==> src/rtl/axis_pkg.sv <==
// -----------------------------------------------------------------------------
// axis_pkg
// Shared definitions for the FIFO read-side AXI-Stream source.
//   buf_state_e : occupancy of the two-entry output buffer
//   clog2       : elaboration-time ceil(log2) used to size the beat counter
// -----------------------------------------------------------------------------
package axis_pkg;

  typedef enum logic [1:0] {
    ST_EMPTY = 2'd0,
    ST_ONE   = 2'd1,
    ST_TWO   = 2'd2
  } buf_state_e;

  // Smallest r with 2**r >= value; returns 0 for value <= 1.
  function automatic int clog2(input int value);
    int r;
    int v;
    r = 0;
    v = value - 1;
    while (v > 0) begin
      r = r + 1;
      v = v >> 1;
    end
    return r;
  endfunction

endpackage

==> src/rtl/axis_skid_buf.sv <==
// -----------------------------------------------------------------------------
// axis_skid_buf
// Two-entry valid/ready buffer. buf0 is the head and drives out_data; buf1
// is the skid entry that absorbs one word when the sink stalls. in_ready
// depends only on registered state, so the sink's ready never reaches the
// upstream pop combinationally.
// Ports:
//   clk        in   clock
//   rst        in   synchronous active-high reset
//   in_valid   in   upstream word available
//   in_ready   out  buffer can take a word this cycle (state != TWO)
//   in_data    in   upstream word
//   out_valid  out  head word valid (state != EMPTY)
//   out_ready  in   sink accepts head word
//   out_data   out  head word (buf0)
// -----------------------------------------------------------------------------
module axis_skid_buf
  import axis_pkg::*;
#(
  parameter int DSIZE = 32
) (
  input  logic             clk,
  input  logic             rst,
  input  logic             in_valid,
  output logic             in_ready,
  input  logic [DSIZE-1:0] in_data,
  output logic             out_valid,
  input  logic             out_ready,
  output logic [DSIZE-1:0] out_data
);

  buf_state_e       state_q, state_d;
  logic [DSIZE-1:0] buf0_q, buf0_d;
  logic [DSIZE-1:0] buf1_q, buf1_d;
  logic             push;
  logic             pull;

  assign in_ready  = (state_q != ST_TWO);
  assign out_valid = (state_q != ST_EMPTY);
  assign out_data  = buf0_q;

  assign push = in_valid && in_ready;
  assign pull = out_valid && out_ready;

  always_comb begin
    // NOTE: every output of this block gets a default first, so no path
    // through the case leaves a signal unassigned and no latch is inferred.
    state_d = state_q;
    buf0_d  = buf0_q;
    buf1_d  = buf1_q;
    case (state_q)
      ST_EMPTY: begin
        if (push) begin
          buf0_d  = in_data;
          state_d = ST_ONE;
        end
      end
      ST_ONE: begin
        if (push && pull) begin
          buf0_d = in_data;
        end else if (push) begin
          buf1_d  = in_data;
          state_d = ST_TWO;
        end else if (pull) begin
          state_d = ST_EMPTY;
        end
      end
      ST_TWO: begin
        // No push is possible here; only the skid entry moves up.
        if (pull) begin
          buf0_d  = buf1_q;
          state_d = ST_ONE;
        end
      end
      default: state_d = ST_EMPTY;
    endcase
  end

  always_ff @(posedge clk) begin
    // NOTE: the data registers are reset too, not just the state, because
    // buf0 drives m_tdata directly and must read zero while in reset.
    if (rst) begin
      state_q <= ST_EMPTY;
      buf0_q  <= '0;
      buf1_q  <= '0;
    end else begin
      // NOTE: non-blocking assignments for all state, so every flop samples
      // the values from before this edge regardless of statement order.
      state_q <= state_d;
      buf0_q  <= buf0_d;
      buf1_q  <= buf1_d;
    end
  end

endmodule

==> src/rtl/fifo_axis_src.sv <==
// -----------------------------------------------------------------------------
// fifo_axis_src
// Read-side drain for the dual-clock FIFO: pops words from the FIFO read port
// and presents them as an AXI-Stream master in the read clock domain. A fixed
// packet length drives m_tlast.
// Ports:
//   rclk      in   read-domain clock
//   rrst      in   synchronous active-high reset
//   rdata     in   FIFO head word, valid whenever rempty=0
//   rempty    in   FIFO empty flag
//   rinc      out  FIFO pop strobe
//   m_tdata   out  stream data
//   m_tvalid  out  stream valid
//   m_tready  in   stream ready
//   m_tlast   out  last beat of a PKT_LEN-beat packet
// -----------------------------------------------------------------------------
module fifo_axis_src
  import axis_pkg::*;
#(
  parameter int DSIZE   = 32,
  parameter int PKT_LEN = 16
) (
  input  logic             rclk,
  input  logic             rrst,
  input  logic [DSIZE-1:0] rdata,
  input  logic             rempty,
  output logic             rinc,
  output logic [DSIZE-1:0] m_tdata,
  output logic             m_tvalid,
  input  logic             m_tready,
  output logic             m_tlast
);

  localparam int            CW       = clog2((PKT_LEN > 1) ? PKT_LEN : 2);
  localparam logic [CW-1:0] CNT_LAST = CW'(PKT_LEN - 1);

  logic          in_valid;
  logic          in_ready;
  logic          hs;
  logic [CW-1:0] cnt_q, cnt_d;

  // Pop depends on rempty and registered buffer state only; m_tready is
  // deliberately absent so there is no ready-to-rinc combinational path.
  assign in_valid = !rempty && !rrst;
  assign rinc     = in_valid && in_ready;

  axis_skid_buf #(
    .DSIZE (DSIZE)
  ) u_skid (
    .clk       (rclk),
    .rst       (rrst),
    .in_valid  (in_valid),
    .in_ready  (in_ready),
    .in_data   (rdata),
    .out_valid (m_tvalid),
    .out_ready (m_tready),
    .out_data  (m_tdata)
  );

  assign hs = m_tvalid && m_tready;

  // Beat counter lives on the stream side, so an empty FIFO mid-packet
  // simply pauses the packet instead of ending it.
  always_comb begin
    cnt_d = cnt_q;
    if (hs) begin
      cnt_d = (cnt_q == CNT_LAST) ? '0 : cnt_q + 1'b1;
    end
  end

  always_ff @(posedge rclk) begin
    if (rrst) begin
      cnt_q <= '0;
    end else begin
      cnt_q <= cnt_d;
    end
  end

  assign m_tlast = m_tvalid && (cnt_q == CNT_LAST);

endmodule

==> config.mk <==
export PLATFORM = sky130hd
export DESIGN_NAME = fifo_axis_src
export DESIGN_NICKNAME = d
export VERILOG_FILES = /design/src/rtl/axis_pkg.sv /design/src/rtl/axis_skid_buf.sv /design/src/rtl/fifo_axis_src.sv
export SDC_FILE = /design/constraint.sdc
export NUM_CORES = 1
export LEC_CHECK = 0
export CAP_MARGIN = 20
export CELL_PAD_IN_SITES_DETAIL_PLACEMENT = 0
export CELL_PAD_IN_SITES_GLOBAL_PLACEMENT = 1
export CORE_ASPECT_RATIO = 0.5
export CORE_MARGIN = 4
export CORE_UTILIZATION = 38
export DETAILED_ROUTE_END_ITERATION = 7
export PLACE_DENSITY = 0.83
export SLEW_MARGIN = 25
export SYNTH_ARGS = -nofsm -noshare
export SYNTH_HDL_FRONTEND = slang
export SYNTH_HIERARCHICAL = 1
export SYNTH_SLANG_ARGS = --single-unit
==> constraint.sdc <==
create_clock -name rclk -period 1.7 [get_ports rclk]
set_input_delay 0.51 -clock rclk [delete_from_list [all_inputs] [get_ports rclk]]
set_output_delay 0.51 -clock rclk [all_outputs]
set_load 0.005 [all_outputs]
==> results.txt, run 1 <==
----------------------------------------------------
[Detailed routing]
  Drt drc ... 0
  Antenna-violating nets left ... 0
  Initial detailed-routing violation count ... 213
  Via density ... between 5 and 6
  Uppermost layer routed ... met4
  Detailed-route wire length per cell ... ~18 microns
  Vias post-DR ... 2826
  Total iterations of the first detailed-routing run ... 4
  Met1 Wirelength ... just over 4000 microns
  Total Routed Length ... approximately 9500 microns
  Wire length on met2 ... 4780 microns
  Met3 wirelength from detailed routing ... approximately 520 microns

[Pwr]
  Worst supply voltage drop on vdd ... between 0.5 and 0.6 mV
  Power Total ... 4460 uW
  Total power divided by cell area ... between 900 and 1000 mW/mm^2
  Static Leak ... 0.00204 uW

[Critical path]
  Crit Path Max Fanout ... 2
  End point of the critical path ... m_tlast
  Endpoint of the worst-slack reg-to-reg timing path ... u_skid/out_data[4]
  Crit path from ... u_skid/state_q[1]
  Buf+Inv Stages, Crit Path ... 1
  CP top delay family ... simple AND/OR/NAND/NOR gates
  Cell count of the worst reg-to-reg path ... 5
  Worst Setup Path Type ... reg -> out
  Register-to-register setup slack ... 0.14 ns
  Signal arrival time at the worst endpoint ... 1.21 ns
  Critical path startpoint category ... register
  Reg-to-reg startpoint ... u_skid/state_q[0]
  Depth of the critical timing path with buffers and inverters included ... 3
  Kind of capture point of the worst setup path ... output port
  CP peak stage delay ... 0.32 ns
  Critical path cell sequence ... or2_4, and4_4, buf_6
  Worst Path Required ... approximately 1.2 ns
  Slowest cell on crit path ... sky130_fd_sc_hd__dfxtp_2

[Hold path]
  HP Class ... reg -> reg

[Outcome]
  Result of the run ... finished, violations left
  Failing checks ... negative setup slack

[Yosys]
  Most used flip-flop cell after synthesis ... sky130_fd_sc_hd__dfxtp_1
  List of most frequent post-synthesis cells ... sky130_fd_sc_hd__dfxtp_1, sky130_fd_sc_hd__nand2_1, sky130_fd_sc_hd__a21oi_1
  Net count of the mapped netlist ... 369
  Combinational family with the most area after synthesis ... compound AO/OA/AOI/OAI gates
  Number of storage elements in the synthesis netlist ... 70
  Number of enable-type register cells in the synthesized netlist ... 0
  Complex-gate fraction of the synthesized area ... 27.2%
  Async set or reset register ratio after synthesis ... 0%
  Syn avg cell area ... 9.60 sq um
  Ys Warns ... 6
  Arithmetic-cell share of the synthesized area counting full adders, half adders and majority gates ... 0.392%
  Post-synthesis mux area share ... 10.0%
  Unique masters post-synth ... 30
  Share of synthesized area occupied by flip-flops and latches ... 44.0%
  Most area-hungry cell type in the Yosys netlist ... sky130_fd_sc_hd__dfxtp_1
  Number of instances in the synthesized netlist ... 332
  Cell Area, Synth ... between 0.003 and 0.004 sq mm
  Synth Area in Simple Gates ... 11.9%
  Xor-xnor portion of the synthesized cell area ... less than 1%
  Area fraction of the dominant cell type after synthesis ... 44.0%
  Cell types with the largest area share after synthesis ... sky130_fd_sc_hd__dfxtp_1, sky130_fd_sc_hd__a211oi_2, sky130_fd_sc_hd__mux2i_1

[Timing]
  Slew at the pin closest to its max-slew limit ... 0.920 ns
  Period Utilization, post-route ... 101%
  Worst path setup slack after routing ... -0.0227 ns
  Worst hold slack ... 0.453 ns
  Post-route clock skew ... ~0.0038 ns
  Number of hold violations in the final report ... 0
  Endpoints failing setup ... 1
  Final min period ... 1.72 ns
  Unrepaired setup endpoints after global routing ... true
  Final Max Tran Viols ... 0
  Worst slew margin ... 38.7%
  Highest Clock Rate ... 0.580 GHz

[Placed design]
  GPL Wtd Cong ... 0.783
  Post-detail-place hpwl ... 5600 microns
  Post-place setup slack ... -0.514 ns
  Total cell area at the placement stage ... 0.00402 sq mm
  Buffers on Ports ... 70

[Clock tree]
  Clock buffers created by TritonCTS ... 9
  Clock-pin slew reported for the worst setup and hold paths after clock tree synthesis ... ~0.05 ns
  Post-cts hold buffer count ... 0
  Number of clock sinks ... 70
  Clock tree from TritonCTS ... built
  Master cell of the clock root buffer ... sky130_fd_sc_hd__clkbuf_16
  Later-pin clock latency in the skew report ... between 0.3 and 0.4 ns
  H-tree depth ... 3
  Clock tree buffer depth ... 2

[Die]
  Die area ... 0.0100 sq mm
  Chip width ... 138 microns
  Core Area ... 0.00809 sq mm
  Total number of placement rows ... 23
  Number of I/O pins ... 71
  Die H ... 72.8 microns
  Effective utilization at floorplan ... 39.4%

[Global route]
  Number of global-route vias before repair ... 2902
  Number of antenna violations at the first check in global routing ... 0
  Global-route total usage across every layer ... roughly 19%
  First-pass GRT wire length ... 14800 microns
  Overflow after GRT ... 0
  Largest net degree at the start of global routing ... around 70

[Finish]
  Share of layout cells above drive strength 1 ... 31.8%
  Filler Cells Inserted ... 653
  Area grow syn2layout ... 48.9%
  Final instance area ... 0.00475 sq mm
  Antenna diodes ... 0
  Post-layout nets ... 450

[Run]
  Max_cap viols ... 0

----------------------------------------------------
-- power breakdown --
part | leakage, uW | internal [uW] | switching, uW
combinational | 0.00130 | 365 | 289
sequential | 0.000576 | 1720 | 48.4
clock | 0.000160 | 1330 | 709
total | 0.00204 | 3410 | 1050
-- placed cells by master (no fill, tap or decap), drive strengths merged, types with 2 or more instances in the layout --
cell type and n:
nand2 70, dfxtp 70, a211oi 65, a21oi 37, buf 36, clkdlybuf4s50 33, mux2i 32, dlygate4sd2 26
clkbuf 12, dlymetal6s2s 7, nand3 3, clkinv 3, a21o 3, nor2 2, bufinv 2, and2 2
nand2b 2
-- worst min path at each step --
stage | slack (ns) | to | cells past startpoint | startpoint
3_3_place_gp | 0.44 | u_skid/buf1_q[5] | 2 | u_skid/buf1_q[5]
5_1_grt | 0.47 | u_skid/buf1_q[5] | 2 | u_skid/buf1_q[5]
2_1_floorplan | 0.44 | u_skid/buf1_q[0] | 2 | u_skid/buf1_q[0]
6_report | 0.45 | u_skid/buf1_q[13] | 2 | u_skid/buf1_q[13]
3_5_place_dp | 0.45 | u_skid/buf1_q[6] | 2 | u_skid/buf1_q[6]
4_1_cts | 0.45 | u_skid/buf1_q[6] | 2 | u_skid/buf1_q[6]
-- per-stage QoR --
stage / setup TNS (ns) / instances / util (%)
2_1_floorplan: 0 / 332 / -
3_3_place_gp: -25.99 / 501 / 49.7
3_5_place_dp: -28.43 / 501 / 49.7
4_1_cts: -0.149 / 526 / 57.7
5_1_grt: -0.0791 / 530 / 58.7
6_report: -0.0227 / 530 / 58.7
-- cells by family (layout without fill, tap and decap cells) --
logic type,after synthesis,after routing
simple gates,87,87
buf+inv,34,119
mux,32,32
xor+xnor,1,1
compound gates,107,108
fa+ha+maj,1,1
flops,70,70
-- per-layer routing --
metal | track usage (%) | vias up
li1 | - | 1373
met1 | 23.4 | 1376
met2 | 33.4 | 65
met3 | 5.58 | 12
met4 | 6.42 | 0
met5 | 0 | -
-- sequential cells by signal, indices dropped and copies added (netlist names) --
register         flops
u_skid/buf1_q       32
u_skid/out_data     32
cnt_q                4
u_skid/state_q       2
-- worst reg2reg max path, cell delays in order (launching register included) --
cell and delay (ns):
sky130_fd_sc_hd__dfxtp_2 0.33, sky130_fd_sc_hd__buf_6 0.11, sky130_fd_sc_hd__nand2b_4 0.12, sky130_fd_sc_hd__buf_6 0.37, sky130_fd_sc_hd__mux2i_1 0.37, sky130_fd_sc_hd__a211oi_2 0.11
-- area by class of cell --
class                      count  area (sq um)  area share [%]
multi-input combinational    229          1770            37.3
sequential                    70          1420            29.9
timing repair buffer         103          1090            23.0
clock buffer                  11           243            5.11
tap                          112           140            2.95
clock inverter                 5          82.6            1.74
-- timing repair --
action                     CTS  global route
pin swaps                    6             2
cloned                       2             1
setup endpoints to repair   78            73
buffers inserted            10             3
gates resized for setup     95            21
Note: power is estimated with default switching activity, not from simulation.
==> inputs of run 2 (changes only) <==
- ABC_AREA: default -> 1
- CORE_UTILIZATION: 38 -> 34
- SLEW_MARGIN: 25 -> 5
- SYNTH_HIERARCHICAL: 1 -> default
==> run 2 against run 1 <==
- the flow now finishes without violations
- synthesized area is 1.4% lower
- first-iteration DRC count is 41% lower
- sequential cell count stayed put
- worst setup slack better by 0.062 ns
- highest routed layer unchanged
- sequential power hardly changed
- via count is 11% higher
- power is 5.2% lower
- register-to-register slack better by 0.03 ns
- clock power is 9% lower
- synthesized cell count is 51% higher
- worst hold slack better by 0.016 ns
- cell area is 2.5% lower
==> results.txt, run 2 <==
----------------------------------------------------
[Yosys]
  Number of enable-type register cells in the synthesized netlist ... 0 (unchanged)
  Number of storage elements in the synthesis netlist ... 70 (unchanged)
  Unique masters post-synth ... 18 (-40%)
  Net count of the mapped netlist ... 537 (+46%)
  Cell types with the largest area share after synthesis ... sky130_fd_sc_hd__dfxtp_1, sky130_fd_sc_hd__nand2_1, sky130_fd_sc_hd__nor2_1
  Cell Area, Synth ... 0.00314 sq mm (-1.4%)
  Syn avg cell area ... 6.29 sq um (-35%)
  Ys Warns ... 0 (-6)
  Most area-hungry cell type in the Yosys netlist ... sky130_fd_sc_hd__dfxtp_1
  Area fraction of the dominant cell type after synthesis ... 44.6% (+0.63 points)
  Share of synthesized area occupied by flip-flops and latches ... 44.6% (+0.63 points)
  List of most frequent post-synthesis cells ... sky130_fd_sc_hd__nand2_1, sky130_fd_sc_hd__nor2_1, sky130_fd_sc_hd__dfxtp_1
  Number of instances in the synthesized netlist ... 500 (+51%)
  Top-count cell post-synth ... sky130_fd_sc_hd__nand2_1
  Async set or reset register ratio after synthesis ... 0% (unchanged)
  Most used flip-flop cell after synthesis ... sky130_fd_sc_hd__dfxtp_1

[Critical path]
  Worst Setup Path Type ... reg -> out
  Crit Path Max Fanout ... 2 (unchanged)
  Slowest cell on crit path ... sky130_fd_sc_hd__clkdlybuf4s50_1
  Buf+Inv Stages, Crit Path ... 1 (unchanged)
  CP peak stage delay ... 0.50 ns (+0.18 ns)
  Worst Path Required ... 1.19 ns (about the same)
  CP top delay family ... buffers and inverters
  Register-to-register setup slack ... 0.17 ns (+0.03 ns)
  Endpoint of the worst-slack reg-to-reg timing path ... u_skid.out_data[0]
  Cell count of the worst reg-to-reg path ... 9 (+4)
  Signal arrival time at the worst endpoint ... 1.15 ns (-0.06 ns)
  Kind of capture point of the worst setup path ... output port
  Depth of the critical timing path with buffers and inverters included ... 1 (-2)
  Critical path cell sequence ... clkdlybuf4s50_1
  Reg-to-reg startpoint ... u_skid.state_q[1]
  Critical path startpoint category ... register

[Clock tree]
  H-tree depth ... 3 (unchanged)
  Clock tree from TritonCTS ... built
  Number of clock sinks ... 70 (unchanged)
  Clock tree buffer depth ... 2 (unchanged)
  Master cell of the clock root buffer ... sky130_fd_sc_hd__clkbuf_16
  Clock-pin slew reported for the worst setup and hold paths after clock tree synthesis ... 0.05 ns (about the same)
  Later-pin clock latency in the skew report ... 0.33 ns (about the same)
  Post-cts hold buffer count ... 0 (unchanged)
  Clock buffers created by TritonCTS ... 9 (unchanged)

[Finish]
  Core occupancy in the finished layout ... 52.3% (-6.4 points)
  Antenna diodes ... 0 (unchanged)
  Filler Cells Inserted ... 917 (+40%)
  Post-layout nets ... 625 (+39%)
  Area grow syn2layout ... 47.3%
  Total area of sequential cells ... 0.00141 sq mm (-0.53%)
  Commonest non-fill, non-tap cell in the layout ... sky130_fd_sc_hd__nand2_1
  Most used cells in the layout excluding fill and tap cells ... sky130_fd_sc_hd__nand2_1, sky130_fd_sc_hd__nor2_1, sky130_fd_sc_hd__dfxtp_1
  Area taken by multi-input logic gates ... 0.00151 sq mm (-15%)
  Share of layout cells above drive strength 1 ... 12.6% (-19 points)

[Global route]
  Largest net degree at the start of global routing ... 33 (-54%)
  Number of antenna violations at the first check in global routing ... 0 (unchanged)
  First-pass GRT wire length ... 13000 microns (-12%)
  Number of global-route vias before repair ... 2848 (-1.9%)
  Global-route total usage across every layer ... 14.7% (-4.6 points)
  Overflow after GRT ... 0 (unchanged)

[Run]
  Max_cap viols ... 0 (unchanged)

[Timing]
  Final min period ... 1.66 ns (-0.0624 ns)
  Final Max Tran Viols ... 0 (unchanged)
  Post-route clock skew ... 0.00931 ns (+0.00548 ns)
  Period Utilization, post-route ... 97.7% (-3.7 points)
  Worst slew margin ... 73.6% (+35 points)
  Worst path setup slack after routing ... 0.0397 ns (+0.0624 ns)
  Highest Clock Rate ... 0.602 GHz (+3.8%)
  Number of hold violations in the final report ... 0 (unchanged)
  Endpoints failing setup ... 0 (-1)
  Slew at the pin closest to its max-slew limit ... 0.396 ns (-0.524 ns)

[Pwr]
  Static Leak ... 0.00254 uW (+24%)
  Worst supply voltage drop on vdd ... 0.568 mV (-0.56%)
  Total power divided by cell area ... 912 mW/mm^2 (-2.8%)

[Die]
  Effective utilization at floorplan ... 35.5% (-3.9 points)
  Core Area ... 0.00886 sq mm (+9.5%)
  Die H ... 76.0 microns (+4.4%)
  Chip width ... 144 microns (+4.7%)
  Die area ... 0.0109 sq mm (+9.3%)
  Total number of placement rows ... 24 (+4.3%)
  Number of I/O pins ... 71 (unchanged)

[Hold path]
  Hold Path Stages ... 2 (unchanged)
  Worst Hold Path EP ... u_skid.state_q[1]
  Launch point of the worst hold path ... rrst
  HP Class ... in -> reg

[Outcome]
  Result of the run ... complete, no violations

[Detailed routing]
  Initial detailed-routing violation count ... 126 (-41%)
  Drt drc ... 0 (unchanged)
  Antenna-violating nets left ... 0 (unchanged)
  Via density ... 4.41 (-17%)
  Detailed-route wire length per cell ... 11.5 microns (-36%)
  Total iterations of the first detailed-routing run ... 4 (unchanged)
  Vias post-DR ... 3129 (+11%)
  Total Routed Length ... 8160 microns (-14%)

[Placed design]
  Post-detail-place hpwl ... 5050 microns (-9.9%)
  GPL Wtd Cong ... 0.700 (-11%)
  Post-place setup slack ... -0.481 ns (+0.0331 ns)
  Buffers on Ports ... 70 (unchanged)

----------------------------------------------------
==> run 2: cell types whose count changed after synthesis, moves of 3 or more <==
cell and delta:
sky130_fd_sc_hd__o21ai_0 +33, sky130_fd_sc_hd__buf_4 +6, sky130_fd_sc_hd__buf_2 -12, sky130_fd_sc_hd__a21oi_1 -32
sky130_fd_sc_hd__inv_2 +3, sky130_fd_sc_hd__nand2_1 +107, sky130_fd_sc_hd__inv_1 +40, sky130_fd_sc_hd__a211oi_2 -30
sky130_fd_sc_hd__buf_6 -5, sky130_fd_sc_hd__nor2_1 +133, sky130_fd_sc_hd__a211oi_1 -35, sky130_fd_sc_hd__mux2i_1 -32
==> run 2: cell families after synthesis <==
group	after synthesis	share of synthesized area (%)
simple gates	321	39.1
flops	70	44.6
buf+inv	68	9.43
compound gates	40	6.45
fa+ha+maj	1	0.398
==> run 2: how the worst max path moves through the flow <==
stage	from	endpoint	slack [ns]
after global routing	rrst	u_skid.buf1_q[2]	-0.006
final	u_skid.out_data[3]	m_tdata[3]	0.04
after floorplan	rrst	u_skid.buf1_q[22]	0.34
after global placement	rrst	rinc	-0.47
after CTS	rempty	u_skid.buf1_q[23]	-0.16
after detailed placement	rrst	rinc	-0.48
==> run 2: final cells by class <==
| type | instances | area share (%) |
|---|---|---|
| timing repair buffer | 102 | 23.9 |
| sequential | 70 | 30.5 |
| clock inverter | 6 | 1.35 |
| multi-input combinational | 362 | 32.5 |
| inverter | 43 | 3.65 |
| tap | 117 | 3.16 |
| clock buffer | 10 | 4.94 |
==> run 2: per-stage QoR <==
| stage | total power [uW] | cell area, sq um | cells | hold WS (ns) | TNS (ns) |
|---|---|---|---|---|---|
| CTS | 4270 | 4390 | 704 | 0.476 | -4.12 |
| global placement | 2400 | 4070 | 686 | 0.462 | -21.54 |
| detailed placement | 2410 | 4070 | 686 | 0.471 | -22.48 |
| floorplan | 2100 | 3140 | 500 | 0.448 | 0 |
| global route | 4470 | 4630 | 710 | 0.478 | -0.00586 |
| finish | 4220 | 4630 | 710 | 0.469 | 0 |
==> run 2: what timing repair did <==
item,in CTS,in global routing
endpoints found under the setup margin,43,59
gates resized for setup,24,80
setup buffers,2,2
gates cloned,0,4
pin swaps,3,10
==> run 2: where the power goes <==
part	internal (uW)	total, uW	switching [uW]
clock network	1130	1840	707
registers	1730	1780	45.8
logic	317	606	288
==> run 2: per-layer routing <==
layer  vias to the layer above  GRT usage, %  routed length [microns]
li1                       1674             -                        -
met1                      1399          17.3                     3940
met2                        54          25.5                     3790
met3                         2          4.95                      390
met4                         0          4.42                       35
met5                         -             0                        0
